==> src/rtl/aes_ctrl_pkg.sv <==
// rtl/aes_ctrl_pkg.sv - shared types, phase table and known-answer vectors for the AES self-test sequencer
package aes_ctrl_pkg;

    typedef enum logic [2:0] {
        ST_IDLE,
        ST_LOAD,
        ST_RUN,
        ST_CHECK,
        ST_DONE
    } state_t;

    localparam int NUM_PHASES = 6;

    localparam logic [2:0] PH_C128  = 3'd0;
    localparam logic [2:0] PH_IC128 = 3'd1;
    localparam logic [2:0] PH_C192  = 3'd2;
    localparam logic [2:0] PH_IC192 = 3'd3;
    localparam logic [2:0] PH_C256  = 3'd4;
    localparam logic [2:0] PH_IC256 = 3'd5;

    // Round count per phase, 4 bits per entry, phase 0 in the low nibble.
    localparam logic [23:0] NR_OF_PHASE = {4'd14, 4'd14, 4'd12, 4'd12, 4'd10, 4'd10};

    localparam logic [127:0] DEF_PLAIN_TEXT = 128'h00112233445566778899aabbccddeeff;
    localparam logic [127:0] DEF_EXP_CT128  = 128'h69c4e0d86a7b0430d8cdb78070b4c55a;
    localparam logic [127:0] DEF_EXP_CT192  = 128'hdda97ca4864cdfe06eaf70a0ec0d7191;
    localparam logic [127:0] DEF_EXP_CT256  = 128'h8ea2b7ca516745bfeafc49904b496089;

    function automatic logic [3:0] nrOf(input logic [2:0] ph);
        logic [3:0] r;
        r = NR_OF_PHASE[3:0];
        for (int p = 0; p < NUM_PHASES; p++) begin
            if (ph == 3'(p)) r = NR_OF_PHASE[4*p +: 4];
        end
        return r;
    endfunction

    // Returns {found, index} of the lowest enabled phase at or above 'from'.
    function automatic logic [3:0] nextEnabled(input logic [5:0] en, input logic [3:0] from);
        logic [3:0] r;
        r = 4'b0;
        for (int p = NUM_PHASES - 1; p >= 0; p--) begin
            if (en[p] && (4'(p) >= from)) r = {1'b1, 3'(p)};
        end
        return r;
    endfunction

endpackage

==> src/rtl/aes_result_check.sv <==
// rtl/aes_result_check.sv - selects the active core's state and compares it with its known answer
module aes_result_check
    import aes_ctrl_pkg::*;
#(
    parameter logic [127:0] PLAIN_TEXT = DEF_PLAIN_TEXT,
    parameter logic [127:0] EXP_CT128  = DEF_EXP_CT128,
    parameter logic [127:0] EXP_CT192  = DEF_EXP_CT192,
    parameter logic [127:0] EXP_CT256  = DEF_EXP_CT256
) (
    input  logic [767:0] coreOut,
    input  logic [2:0]   phase,
    output logic [127:0] slice,
    output logic         match
);

    logic [127:0] expected;

    // Inverse-cipher phases must recover the plaintext, so they share the default.
    always_comb begin
        slice    = '0;
        expected = PLAIN_TEXT;
        case (phase)
            PH_C128:  begin slice = coreOut[0   +: 128]; expected = EXP_CT128; end
            PH_IC128: begin slice = coreOut[128 +: 128]; end
            PH_C192:  begin slice = coreOut[256 +: 128]; expected = EXP_CT192; end
            PH_IC192: begin slice = coreOut[384 +: 128]; end
            PH_C256:  begin slice = coreOut[512 +: 128]; expected = EXP_CT256; end
            PH_IC256: begin slice = coreOut[640 +: 128]; end
            default:  ;
        endcase
    end

    assign match = (slice == expected);

endmodule

==> src/rtl/aes_selftest_sequencer.sv <==
// rtl/aes_selftest_sequencer.sv - walks the six AES cores through a known-answer sweep and records results
module aes_selftest_sequencer
    import aes_ctrl_pkg::*;
#(
    parameter logic [127:0] PLAIN_TEXT = DEF_PLAIN_TEXT,
    parameter logic [127:0] EXP_CT128  = DEF_EXP_CT128,
    parameter logic [127:0] EXP_CT192  = DEF_EXP_CT192,
    parameter logic [127:0] EXP_CT256  = DEF_EXP_CT256,
    parameter logic [5:0]   PHASE_EN   = 6'b111111,
    parameter int           RUN_SLACK  = 0
) (
    input  logic         clk,
    input  logic         reset,
    input  logic         start,
    input  logic         continuous,
    input  logic [767:0] core_out,
    output logic [5:0]   core_en,
    output logic         core_rst,
    output logic [127:0] display_out,
    output logic [3:0]   round_num,
    output logic [2:0]   phase,
    output logic         busy,
    output logic [5:0]   pass_vec,
    output logic         done,
    output logic         success_flag
);

    state_t       state, stateNext;
    logic [2:0]   phaseReg, phaseNext;
    logic [7:0]   runCnt, runCntInc;
    logic [3:0]   roundReg, roundNext, nr;
    logic [5:0]   passReg;
    logic         successReg;
    logic [127:0] displayReg, slice;
    logic         match, runLast, loadPass, checkWrite;
    logic [3:0]   firstPh, followingPh;

    aes_result_check #(
        .PLAIN_TEXT(PLAIN_TEXT),
        .EXP_CT128 (EXP_CT128),
        .EXP_CT192 (EXP_CT192),
        .EXP_CT256 (EXP_CT256)
    ) u_check (
        .coreOut(core_out),
        .phase  (phaseReg),
        .slice  (slice),
        .match  (match)
    );

    assign nr          = nrOf(phaseReg);
    assign runCntInc   = runCnt + 8'd1;
    assign runLast     = (runCnt == 8'(nr) + 8'(RUN_SLACK));
    assign firstPh     = nextEnabled(PHASE_EN, 4'd0);
    assign followingPh = nextEnabled(PHASE_EN, {1'b0, phaseReg} + 4'd1);

    always_ff @(posedge clk) begin
        if (reset) begin
            state      <= ST_IDLE;
            phaseReg   <= '0;
            runCnt     <= '0;
            roundReg   <= '0;
            passReg    <= '0;
            successReg <= 1'b0;
            displayReg <= PLAIN_TEXT;
        end else begin
            state    <= stateNext;
            phaseReg <= phaseNext;
            runCnt   <= (state == ST_RUN) ? runCntInc : '0;
            roundReg <= (stateNext == ST_RUN) ? roundNext : '0;
            if (loadPass) begin
                passReg <= ~PHASE_EN;
            end else if (checkWrite) begin
                passReg[phaseReg] <= match;
            end
            if (state == ST_DONE) successReg <= &passReg;
            displayReg <= (state == ST_IDLE) ? PLAIN_TEXT : slice;
        end
    end

    always_comb begin
        stateNext  = state;
        phaseNext  = phaseReg;
        loadPass   = 1'b0;
        checkWrite = 1'b0;
        roundNext  = '0;
        core_en    = '0;
        core_rst   = 1'b0;
        busy       = (state != ST_IDLE);
        done       = 1'b0;
        // Round index for the next RUN cycle, held at Nr through the slack cycles.
        if (state == ST_RUN) begin
            roundNext = (runCntInc >= {4'b0, nr}) ? nr : runCntInc[3:0];
        end
        case (state)
            ST_IDLE: begin
                if (start) begin
                    loadPass  = 1'b1;
                    phaseNext = firstPh[2:0];
                    stateNext = firstPh[3] ? ST_LOAD : ST_DONE;
                end
            end
            ST_LOAD: begin
                core_rst  = 1'b1;
                core_en   = 6'b000001 << phaseReg;
                stateNext = ST_RUN;
            end
            ST_RUN: begin
                core_en = 6'b000001 << phaseReg;
                if (runLast) stateNext = ST_CHECK;
            end
            ST_CHECK: begin
                core_en    = 6'b000001 << phaseReg;
                checkWrite = 1'b1;
                if (followingPh[3]) begin
                    phaseNext = followingPh[2:0];
                    stateNext = ST_LOAD;
                end else begin
                    stateNext = ST_DONE;
                end
            end
            ST_DONE: begin
                done = 1'b1;
                if (continuous) begin
                    loadPass  = 1'b1;
                    phaseNext = firstPh[2:0];
                    stateNext = firstPh[3] ? ST_LOAD : ST_DONE;
                end else begin
                    stateNext = ST_IDLE;
                end
            end
            default: stateNext = ST_IDLE;
        endcase
    end

    assign display_out  = displayReg;
    assign round_num    = roundReg;
    assign phase        = phaseReg;
    assign pass_vec     = passReg;
    assign success_flag = successReg;

endmodule

==> config.mk <==
export PLATFORM = sky130hd
export DESIGN_NAME = aes_selftest_sequencer
export DESIGN_NICKNAME = d
export VERILOG_FILES = /design/src/rtl/aes_ctrl_pkg.sv /design/src/rtl/aes_result_check.sv /design/src/rtl/aes_selftest_sequencer.sv
export SDC_FILE = /design/constraint.sdc
export NUM_CORES = 1
export LEC_CHECK = 0
export ABC_AREA = 0
export BUFFER_PORTS_ARGS = -buffer_cell sky130_fd_sc_hd__buf_2
export CORE_AREA = 4 4 360 362
export DETAILED_ROUTE_END_ITERATION = 10
export DIE_AREA = 0 0 364 366
export GPL_TIMING_DRIVEN = 0
export PLACE_DENSITY = 0.38
export SLEW_MARGIN = 20
export SYNTH_ARGS = -nofsm -noshare
export SYNTH_HDL_FRONTEND = slang
export SYNTH_SLANG_ARGS = --single-unit
==> constraint.sdc <==
create_clock -name clk -period 4.9 [get_ports clk]
set_input_delay 0.49 -clock clk [delete_from_list [all_inputs] [get_ports clk]]
set_output_delay 0.49 -clock clk [all_outputs]
set_load 0.01 [all_outputs]
==> results.sh, run 1 <==
export IMPL_crit_start="phase[2]$_SDFFE_PP0P_"
export IMPL_fin_crit_sh_pct=103
export IMPL_synth_seq_area_share_pct=26.7
export IMPL_row_count=131
export IMPL_finalMaxSlewViolations=0
export IMPL_initial_utilization_pct=9.06
export IMPL_min_path_type="in -> reg"
export IMPL_synthFlopType="dfxtp_1"
export IMPL_cts_hold_buffers=0
export IMPL_drtPass1Iterations=9
export IMPL_p_per_area_nw_per_um2=207
export IMPL_port_buffers=922
export IMPL_area_growth_pct=74.7
export IMPL_clock_skew_ps=23.3
export IMPL_r2r_slack_ps=-130
export IMPL_critPathKind="reg -> reg"
export IMPL_hpwlAfterDp_microns=167000
export IMPL_most_common_layout_cells="buf_2 (968), dfxtp_1 (151), nor2_1 (146)"
export IMPL_cts_root_buf="clkbuf_16"
export IMPL_design_area_sq_um=20000
export IMPL_ys_types=79
export IMPL_core_area_sq_um=127000
export IMPL_synth_top_area_share_pct=26.7
export IMPL_cts_made_buffers=17
export IMPL_chipHeight_microns=366
export IMPL_grt_util_all_layers_pct=28.4
export IMPL_cp_required_ps=5360
export IMPL_setup_viol=6
export IMPL_violations="setup timing"
export IMPL_reg2reg_depth=16
export IMPL_drc_errors=0
export IMPL_layout_commonest_cell="buf_2"
export IMPL_first_global_vias=18600
export IMPL_place_congestion=0.935
export IMPL_final_core_util_pct=15.8
export IMPL_io_pins=923
export IMPL_drtIter0Drc=2594
export IMPL_grt_max_degree=20
export IMPL_clock_latency_ps=540
export IMPL_dp_cells=4035
export IMPL_fin_cells=4204
export IMPL_r2r_end="pass_vec[5]$_SDFFE_PP0P_"
export IMPL_relSlewSlack_pct=20.1
export IMPL_final_nets=3186
export IMPL_clockBufferDepth=2
export IMPL_synth_edff_count=0
export IMPL_drive_above_1_share_pct=51.4
export IMPL_wl_per_cell_microns=47.0
export IMPL_yosysTopAreaCell="dfxtp_1"
export IMPL_vias_per_cell=4.68
export IMPL_grt_overflow=0
export IMPL_peakVddDrop_uv=294
export IMPL_async_reset_ff_share_pct=0
export IMPL_netlist_area_sq_um=11500
export IMPL_synth_area_top_cells="dfxtp_1 (27%), a222oi_1 (8.6%), mux2_2 (5.3%)"
export IMPL_tightest_slew_ps=1200
export IMPL_fin_crit_ps=5030
export IMPL_fmax_mhz=199
export IMPL_layout_setup_ws_ps=-126
export IMPL_vias=19700
export IMPL_r2r_start="phase[2]$_SDFFE_PP0P_"
export IMPL_antenna_found_initial=299
export IMPL_fillers=14800
export IMPL_worstPathArrival_ps=5480
export IMPL_min_to="display_out[31]$_SDFF_PP1_"
export IMPL_hold_start="core_out[287]"
export IMPL_drt_wl_total_microns=197000
export IMPL_clk_pin_slew_ps=80
export IMPL_synth_seq_cells=153
export IMPL_start_kind="flop"
export IMPL_hold_path_cell_count=2
export IMPL_maxCapViolations=0
export IMPL_ant_nets=0
export IMPL_syn_instance_count=1425
export IMPL_cts_max_level=4
export IMPL_crit_fanout=10
export IMPL_die_area_sq_um=133000
export IMPL_status="complete, but fails checks"
export IMPL_final_hold_viol_count=0
export IMPL_grt_pass1_wl_microns=236000
export IMPL_die_width_microns=364
export IMPL_synth_nets=2207
export IMPL_synth_avg_cell_area_sq_um=8.06
export IMPL_cp_end_kind="flop"
export IMPL_tritoncts="done"
export IMPL_cts_sinks=153
export IMPL_placement_cell_area_sq_um=18500
export IMPL_leakage_nw=8.86
export IMPL_synth_warnings=0
area by class of cell:
cell class / instances / area (sq um) / area share (%)
clock inverter: 15 / 199 / 0.992
buffer: 136 / 986 / 4.92
antenna: 125 / 313 / 1.56
timing repair buffer: 962 / 4980 / 24.8
tap: 1662 / 2080 / 10.4
inverter: 21 / 83.8 / 0.418
sequential: 153 / 3070 / 15.3
clock buffer: 17 / 425 / 2.12
multi-input combinational: 1113 / 7920 / 39.5
cell usage after synthesis (10+ instances only):
| cell type | count |
|---|---|
| a211o_1 | 14 |
| a211oi_1 | 32 |
| a21oi_1 | 59 |
| a222oi_1 | 99 |
| a22o_1 | 49 |
| a22oi_1 | 55 |
| a31oi_1 | 14 |
| a32oi_1 | 11 |
| and2_1 | 14 |
| and3_1 | 16 |
| buf_2 | 74 |
| buf_6 | 11 |
| clkbuf_1 | 36 |
| dfxtp_1 | 153 |
| ha_1 | 10 |
| inv_1 | 20 |
| mux2_2 | 54 |
| mux2i_1 | 37 |
| nand2_1 | 128 |
| nand3_1 | 53 |
| nand4_1 | 20 |
| nor2_1 | 151 |
| nor3_1 | 23 |
| nor4_1 | 14 |
| o211ai_1 | 12 |
| o21a_1 | 17 |
| o21ai_0 | 34 |
| o22ai_1 | 10 |
| or2_2 | 21 |
per-stage QoR:
step / worst slack, ps / hold WS [ps] / TNS [ps] / total power, mW
floorplan: 1040 / 475 / 0 / 1.71
global placement: -3970 / 475 / -158240 / 2.54
detailed placement: -3470 / 487 / -105510 / 2.57
CTS: -15.3 / 153 / -15.3 / 4.18
global route: -10.2 / 172 / -10.2 / 4.26
finish: -126 / 192 / -622 / 4.15
cells by family after synthesis:
kind of cell	after synthesis	synth area share, %
buffers and inverters	159	6.99
XOR/XNOR	8	0.610
AO/OA/AOI/OAI	495	33.9
AND/OR/NAND/NOR	502	21.4
adder cells (fa/ha/maj)	10	1.09
flip-flops	153	26.7
multiplexers	98	9.34
flip-flops by register name, summed over array words and instances (netlist names):
| signal | count |
|---|---|
| phase | 3 |
| success_flag | 1 |
| display_out | 128 |
| runCnt | 8 |
| round_num | 4 |
| state | 3 |
| pass_vec | 6 |
where the power goes:
| part | leakage, nW | total [mW] | internal (mW) | switching, mW |
|---|---|---|---|---|
| Combinational | 7.31 | 1.25 | 0.467 | 0.780 |
| Sequential | 1.25 | 1.33 | 1.31 | 0.0220 |
| Clock | 0.307 | 1.57 | 0.781 | 0.786 |
| Total | 8.86 | 4.15 | 2.56 | 1.59 |
worst max path at each step:
stage	slack, ps	end	cells after the start
3_5_place_dp	-3470	pass_vec[5]$_SDFFE_PP0P_	18
4_1_cts	-20	pass_vec[5]$_SDFFE_PP0P_	15
6_report	-130	pass_vec[5]$_SDFFE_PP0P_	16
5_1_grt	-10	pass_vec[0]$_SDFFE_PP0P_	14
2_1_floorplan	1040	round_num[2]$_SDFF_PP0_	22
3_3_place_gp	-3970	pass_vec[5]$_SDFFE_PP0P_	18
critical path, cell delays in order, from the launching register on:
cell and delay [ps]:
dfxtp_1 370, buf_6 180, buf_8 190, buf_12 210, clkinv_4 140, clkbuf_8 240
buf_6 210, ha_2 270, buf_6 190, nor2_1 490, a21oi_1 210, nor2_4 380
o2111ai_1 320, or4b_1 630, nor4_4 350, nand4_4 290, o21ai_2 230
repair_timing:
| action | CTS | global route |
|---|---|---|
| pin swaps | 18 | 5 |
| endpoints found under the setup margin | 135 | 6 |
| buffers inserted | 12 | 2 |
| resized for setup | 122 | 10 |
routing by layer:
layer	wire length [microns]	global-route usage, %
met4	9080	11.7
met5	861	0
met3	22800	12.8
met1	72400	31.4
met2	92400	47.2
No activity file was read; power rests on OpenSTA's default activity.
==> run 2, diff against run 1 <==
--- a/config.mk
+++ b/config.mk
@@ -7,12 +7,13 @@
 export LEC_CHECK = 0
 export ABC_AREA = 0
 export BUFFER_PORTS_ARGS = -buffer_cell sky130_fd_sc_hd__buf_2
-export CORE_AREA = 4 4 360 362
+export CORE_AREA = 4 4 359 361
 export DETAILED_ROUTE_END_ITERATION = 10
-export DIE_AREA = 0 0 364 366
+export DIE_AREA = 0 0 363 365
 export GPL_TIMING_DRIVEN = 0
-export PLACE_DENSITY = 0.38
+export PLACE_DENSITY = 0.4
 export SLEW_MARGIN = 20
 export SYNTH_ARGS = -nofsm -noshare
 export SYNTH_HDL_FRONTEND = slang
+export SYNTH_HIERARCHICAL = 1
 export SYNTH_SLANG_ARGS = --single-unit
==> run 2 against run 1 <==
- die area fell by 0.55%
- via count fell by 5.7%
- worst setup slack improved by 190 ps
- final area rose by 6.7%
- clock skew fell by 12 ps
- the flow now finishes without violations
- final cell count fell by 0.33%
- total power rose by 1.8%
- utilization rose by 1.2 points
- largest power group unchanged
- count of clock-buffer cells in the layout did not move
- synthesized cell count rose by 5.1%
- sequential share of layout area fell by 0.93 points
==> results.sh, run 2 <==
export IMPL_ant_nets=0
export IMPL_reg2reg_depth=13
export IMPL_synthMuxAreaShare_pct=24.6
export IMPL_die_width_microns=363
export IMPL_cpMaxStageDelayCell="clkbuf_2"
export IMPL_final_hold_viol_count=0
export IMPL_most_common_layout_cells="buf_2 (949), dfxtp_1 (150), mux2i_1 (145)"
export IMPL_clockBufferDepth=2
export IMPL_synth_seq_area_share_pct=24.1
export IMPL_start_kind="flop"
export IMPL_synth_compound_area_share_pct=22.8
export IMPL_final_nets=3259
export IMPL_min_path_type="in -> reg"
export IMPL_synth_most_common_cell="dfxtp_1"
export IMPL_cts_made_buffers=17
export IMPL_cts_sinks=153
export IMPL_whs_ps=316
export IMPL_hold_path_cell_count=3
export IMPL_worstPathArrival_ps=5260
export IMPL_fin_crit_ps=4840
export IMPL_ys_types=80
export IMPL_largest_reg_flops=128
export IMPL_timing_setup_tns_ps=0
export IMPL_layout_commonest_cell="buf_2"
export IMPL_cts_max_level=4
export IMPL_drt_wl_total_microns=179000
export IMPL_grt_max_degree=17
export IMPL_synth_area_top_cells="dfxtp_1 (24%), mux2i_1 (12%), mux2_2 (8.7%)"
export IMPL_netlist_area_sq_um=12700
export IMPL_p_seq_share_pct=31.4
export IMPL_synth_top_area_share_pct=24.1
export IMPL_synthSimpleGateAreaFrac_pct=19.1
export IMPL_clock_latency_ps=490
export IMPL_yosys_top_cells_count="dfxtp_1 (153), mux2i_1 (150), mux2_2 (98), a21oi_1 (89), nand2_1 (85)"
export IMPL_fillers=14400
export IMPL_relSlewSlack_pct=16.3
export IMPL_fmax_mhz=207
export IMPL_place_congestion=0.939
export IMPL_grt_overflow=0
export IMPL_setup_viol=0
export IMPL_cp_required_ps=5320
export IMPL_vias_per_cell=4.43
export IMPL_clk_pin_slew_ps=70
export IMPL_design_area_sq_um=21400
export IMPL_core_area_sq_um=125000
export IMPL_placement_cell_area_sq_um=19800
export IMPL_yosys_area_share_adder_pct=1.48
export IMPL_area_growth_pct=68.5
export IMPL_clkPwrFrac_pct=34.6
export IMPL_wl_per_cell_microns=42.8
export IMPL_maxCapViolations=0
export IMPL_crit_fanout=13
export IMPL_chipHeight_microns=365
export IMPL_power_mw=4.22
export IMPL_drive_above_1_share_pct=52.9
export IMPL_row_count=130
export IMPL_cp_cell_sequence="buf_6, nor3b_2, clkbuf_2, buf_2, nand2_1, mux2_2, a211o_1, nor4_4, o2111ai_2, nor4_4, buf_12, mux2i_1, nor2_1"
export IMPL_rsz0062_at_grt="false"
export IMPL_antenna_found_initial=134
export IMPL_vias=18500
export IMPL_synth_warnings=6
export IMPL_finalMaxSlewViolations=0
export IMPL_initial_utilization_pct=10.1
export IMPL_synth_avg_cell_area_sq_um=8.47
export IMPL_p_int_mw=2.62
export IMPL_synth_xor_area_share_pct=0.621
export IMPL_leakage_nw=8.96
export IMPL_cpMostUsedCell="nor4_4"
export IMPL_drtIter0Drc=1903
export IMPL_port_buffers=922
export IMPL_tritoncts="done"
export IMPL_synth_seq_cells=153
export IMPL_synth_edff_count=0
export IMPL_die_area_sq_um=132000
export IMPL_cp_end_kind="flop"
export IMPL_yosysTopAreaCell="dfxtp_1"
export IMPL_peakVddDrop_uv=221
export IMPL_tightest_slew_ps=1260
export IMPL_first_global_vias=18000
export IMPL_drtPass1Iterations=8
export IMPL_critPathKind="reg -> reg"
export IMPL_synth_nets=2285
export IMPL_grt_util_all_layers_pct=25.7
export IMPL_pwr_share_comb_pct=34.0
export IMPL_synth_top_family_by_area="multiplexers"
export IMPL_grt_pass1_wl_microns=215000
export IMPL_synthFlopType="dfxtp_1"
export IMPL_p_per_area_nw_per_um2=197
export IMPL_hpwlAfterDp_microns=154000
export IMPL_fin_crit_sh_pct=98.7
export IMPL_clock_skew_ps=11.1
export IMPL_io_pins=923
export IMPL_switching_share_pct=38.1
export IMPL_p_switching_mw=1.61
export IMPL_drc_errors=0
export IMPL_max_stage_delay_ps=740
export IMPL_cts_root_buf="clkbuf_16"
export IMPL_syn_instance_count=1498
export IMPL_status="finished clean"
export IMPL_async_reset_ff_share_pct=0
## run 2: cell types whose count changed after synthesis, moves of 43 or more
cell	delta
mux2i_1	+113
or3_1	+56
a22o_1	-45
mux2_2	+44
nor2_1	-73
and2_1	+58
nand2_1	-43
a222oi_1	-90
## run 2: layout make-up
class,instances,area (sq um),share of cell area [%]
sequential,153,3070,14.4
inverter,45,169,0.790
multi-input combinational,1153,9250,43.2
clock inverter,15,180,0.843
clock buffer,17,425,1.99
tap,1650,2060,9.65
antenna,55,138,0.644
timing repair buffer,956,5000,23.4
buffer,146,1090,5.10
## run 2: worst max-delay path: cells and delay by family, from the launching register on
kind                   cells  cell delay [ps]
AOI/OAI and AO/OA          2              540
DFF                        1              410
and+or+nand+nor            5             1470
muxes                      2              480
buffers and inverters      4             1770
## run 2: per-layer routing
layer  vias up  GRT usage [%]  part of all wire, %
li1       7708              -                    -
met1      9217           33.6                   43
met2      1300           41.8                   46
met3       270           6.96                  8.2
met4        50           6.97                  3.0
met5         -              0                 0.16
## run 2: path summary, 6_finish.rpt
check / end / slack [ps] / start
worst max-delay path: pass_vec[2]$_SDFFE_PP0P_ / 60 / phase[0]$_SDFFE_PP0P_
worst min-delay path: display_out[67]$_SDFF_PP0_ / 320 / core_out[579]
worst max register to register: pass_vec[2]$_SDFFE_PP0P_ / 60 / phase[0]$_SDFFE_PP0P_
worst min register to register: pass_vec[4]$_SDFFE_PP0P_ / 530 / pass_vec[4]$_SDFFE_PP0P_
## run 2: through the flow
stage	std cells	util, %	setup slack [ps]
floorplan	1498	-	1170
global placement	4070	15.4	-2840
detailed placement	4100	15.8	-1960
CTS	4134	16.8	2.33
global route	4147	17.0	0.305
finish	4190	17.1	61.9
## run 2: power by group through the flow
| stage | Sequential, mW | Clock (mW) | Combinational [mW] |
|---|---|---|---|
| 2_1_floorplan | 1.39 | 0 | 0.394 |
| 3_3_place_gp | 1.36 | 0 | 1.37 |
| 3_5_place_dp | 1.36 | 0 | 1.40 |
| 4_1_cts | 1.33 | 1.51 | 1.43 |
| 5_1_grt | 1.33 | 1.55 | 1.49 |
| 6_report | 1.33 | 1.46 | 1.44 |
## run 2: cell families after synthesis
group	count (synthesis)
and+or+nand+nor	442
AOI/OAI and AO/OA	415
muxes	272
buffers and inverters	192
DFF	153
adders and majority gates	15
xor gates and xnor gates	9
## run 2: timing repair
| item | 4_1_cts | 5_1_grt |
|---|---|---|
| hold buffers | 0 | 0 |
| pin swaps | 4 | 5 |
| resized for setup | 152 | 48 |
| setup buffers | 3 | 1 |
| setup endpoints to repair | 14 | 6 |
==> run 3, diff against run 2 <==
--- a/config.mk
+++ b/config.mk
@@ -12,6 +12,7 @@
 export DIE_AREA = 0 0 363 365
 export GPL_TIMING_DRIVEN = 0
 export PLACE_DENSITY = 0.4
+export SETUP_SLACK_MARGIN = 0.4
 export SLEW_MARGIN = 20
 export SYNTH_ARGS = -nofsm -noshare
 export SYNTH_HDL_FRONTEND = slang
==> run 3 against run 2 <==
- critical path depth increased by 4
- via count increased by 0.13%
- combinational power increased by 3%
- flip-flop and latch count unchanged
- final area increased by 3.8%
- sequential power about the same
- count of clock-buffer cells in the layout unchanged
- critical endpoint is now pass_vec[5]$_SDFFE_PP0P_
==> results.sh, run 3 (synthesized netlist as in run 2, its figures left out) <==
export IMPL_status="finished clean"
export IMPL_cts_root_buf="clkbuf_16"
export IMPL_grt_util_all_layers_pct=25.8
export IMPL_grt_max_degree=17
export IMPL_fin_crit_sh_pct=91.8
export IMPL_finalMaxSlewViolations=0
export IMPL_fillers=14400
export IMPL_cp_required_ps=5330
export IMPL_clockBufferDepth=2
export IMPL_wl_per_cell_microns=42.6
export IMPL_p_seq_share_pct=31.1
export IMPL_clock_latency_ps=490
export IMPL_grt_overflow=0
export IMPL_chipHeight_microns=365
export IMPL_design_area_sq_um=22200
export IMPL_area_growth_pct=74.9
export IMPL_min_path_type="in -> reg"
export IMPL_vias=18600
export IMPL_final_nets=3287
export IMPL_switching_share_pct=38.1
export IMPL_leakage_nw=9.25
export IMPL_row_count=130
export IMPL_layout_setup_ws_ps=401
export IMPL_io_pins=923
export IMPL_pwr_share_comb_pct=34.6
export IMPL_tritoncts="done"
export IMPL_drc_errors=0
export IMPL_tightest_slew_ps=1290
export IMPL_drtIter0Drc=1843
export IMPL_cp_cell_sequence="buf_6, buf_6, buf_4, buf_6, buf_12, buf_6, mux2i_1, o22ai_1, a21oi_4, nand4b_1, o21ai_0, nand4_1, or4_4, nor4_4, buf_12, mux2i_1, nor2_1"
export IMPL_cp_end_kind="flop"
export IMPL_most_common_layout_cells="buf_2 (945), dfxtp_1 (150), mux2i_1 (142)"
export IMPL_cpMaxStageDelayCell="or4_4"
export IMPL_clk_pin_slew_ps=70
export IMPL_cts_max_level=4
export IMPL_start_kind="flop"
export IMPL_grt_use_met3_pct=7.34
export IMPL_core_area_sq_um=125000
export IMPL_setup_viol=0
export IMPL_critPathTopFamily="buffers and inverters"
export IMPL_place_ws_ps=-1960
export IMPL_maxCapViolations=0
export IMPL_drt_wl_total_microns=180000
export IMPL_initial_utilization_pct=10.1
export IMPL_ant_nets=0
export IMPL_die_width_microns=363
export IMPL_rsz0062_at_grt="false"
export IMPL_busiest_layer="met2"
export IMPL_relSlewSlack_pct=14.1
export IMPL_p_per_area_nw_per_um2=192
export IMPL_crit_fanout=10
export IMPL_die_area_sq_um=132000
export IMPL_critPathKind="reg -> reg"
export IMPL_vias_per_cell=4.40
export IMPL_whs_ps=315
export IMPL_final_hold_viol_count=0
export IMPL_peakVddDrop_uv=223
export IMPL_max_stage_delay_ps=470
export IMPL_p_int_mw=2.64
export IMPL_clock_skew_ps=8.39
export IMPL_fmax_mhz=222
export IMPL_worst_path_buf_inv=7
export IMPL_cts_made_buffers=17
export IMPL_first_global_vias=18100
export IMPL_worstPathArrival_ps=4930
export IMPL_antenna_found_initial=139
export IMPL_port_buffers=922
export IMPL_placement_cell_area_sq_um=19800
export IMPL_final_core_util_pct=17.7
export IMPL_largest_reg_flops=128
export IMPL_fin_crit_ps=4500
export IMPL_layout_commonest_cell="buf_2"
export IMPL_met1_usage_pct=33.4
export IMPL_clkPwrFrac_pct=34.3
export IMPL_hpwlAfterDp_microns=154000
export IMPL_drtPass1Iterations=5
export IMPL_place_congestion=0.939
export IMPL_p_switching_mw=1.63
export IMPL_use_met2_pct=41.9
export IMPL_drive_above_1_share_pct=55.1
export IMPL_cpMostUsedCell="buf_6"
export IMPL_cts_sinks=153
export IMPL_grt_pass1_wl_microns=215000
## run 3: final timing paths
| path | from | to | slack, ps | cells past startpoint |
|---|---|---|---|---|
| min reg2reg | pass_vec[4]$_SDFFE_PP0P_ | pass_vec[4]$_SDFFE_PP0P_ | 530 | 2 |
| min | core_out[579] | display_out[67]$_SDFF_PP0_ | 320 | 3 |
| max | phase[2]$_SDFFE_PP0P_ | pass_vec[5]$_SDFFE_PP0P_ | 400 | 17 |
| max reg2reg | phase[2]$_SDFFE_PP0P_ | pass_vec[5]$_SDFFE_PP0P_ | 400 | 17 |
## run 3: power by group through the flow
stage	clock network, mW	logic, mW	registers [mW]
floorplan	0	0.394	1.39
global placement	0	1.37	1.36
detailed placement	0	1.40	1.36
CTS	1.51	1.46	1.33
global route	1.55	1.53	1.33
finish	1.46	1.48	1.33
## run 3: what timing repair did
| item | in CTS | in global routing |
|---|---|---|
| pin swaps | 13 | 14 |
| resized for setup | 262 | 69 |
| endpoints found under the setup margin | 47 | 6 |
| setup buffers | 20 | 12 |
| hold buffers | 0 | 0 |
## run 3: metal layers
| layer | part of all wire [%] | wire (microns) |
|---|---|---|
| met1 | 43 | 77000 |
| met4 | 2.9 | 5150 |
| met3 | 8.4 | 15200 |
| met5 | 0.15 | 261 |
| met2 | 46 | 82300 |
## run 3: cell type report
cell class                 instances  area (sq um)  area share (%)
clock buffer                      17           425            1.92
inverter                          45           169           0.761
antenna                           55           138           0.620
multi-input combinational       1153          9570            43.1
tap                             1650          2060            9.30
clock inverter                    15           180           0.811
sequential                       153          3070            13.8
timing repair buffer             984          5220            23.5
buffer                           146          1360            6.14
## run 3: worst min-delay path, cell delays in order
cell and delay, ps:
buf_2 90, a21o_1 90, and2_1 110
## run 3: per-stage QoR
stage          std cells  TNS (ps)  power (mW)
2_1_floorplan       1498         0        1.79
3_3_place_gp        4070    -26190        2.72
3_5_place_dp        4100    -14010        2.75
4_1_cts             4151         0        4.29
5_1_grt             4171         0        4.42
6_report            4218         0        4.27
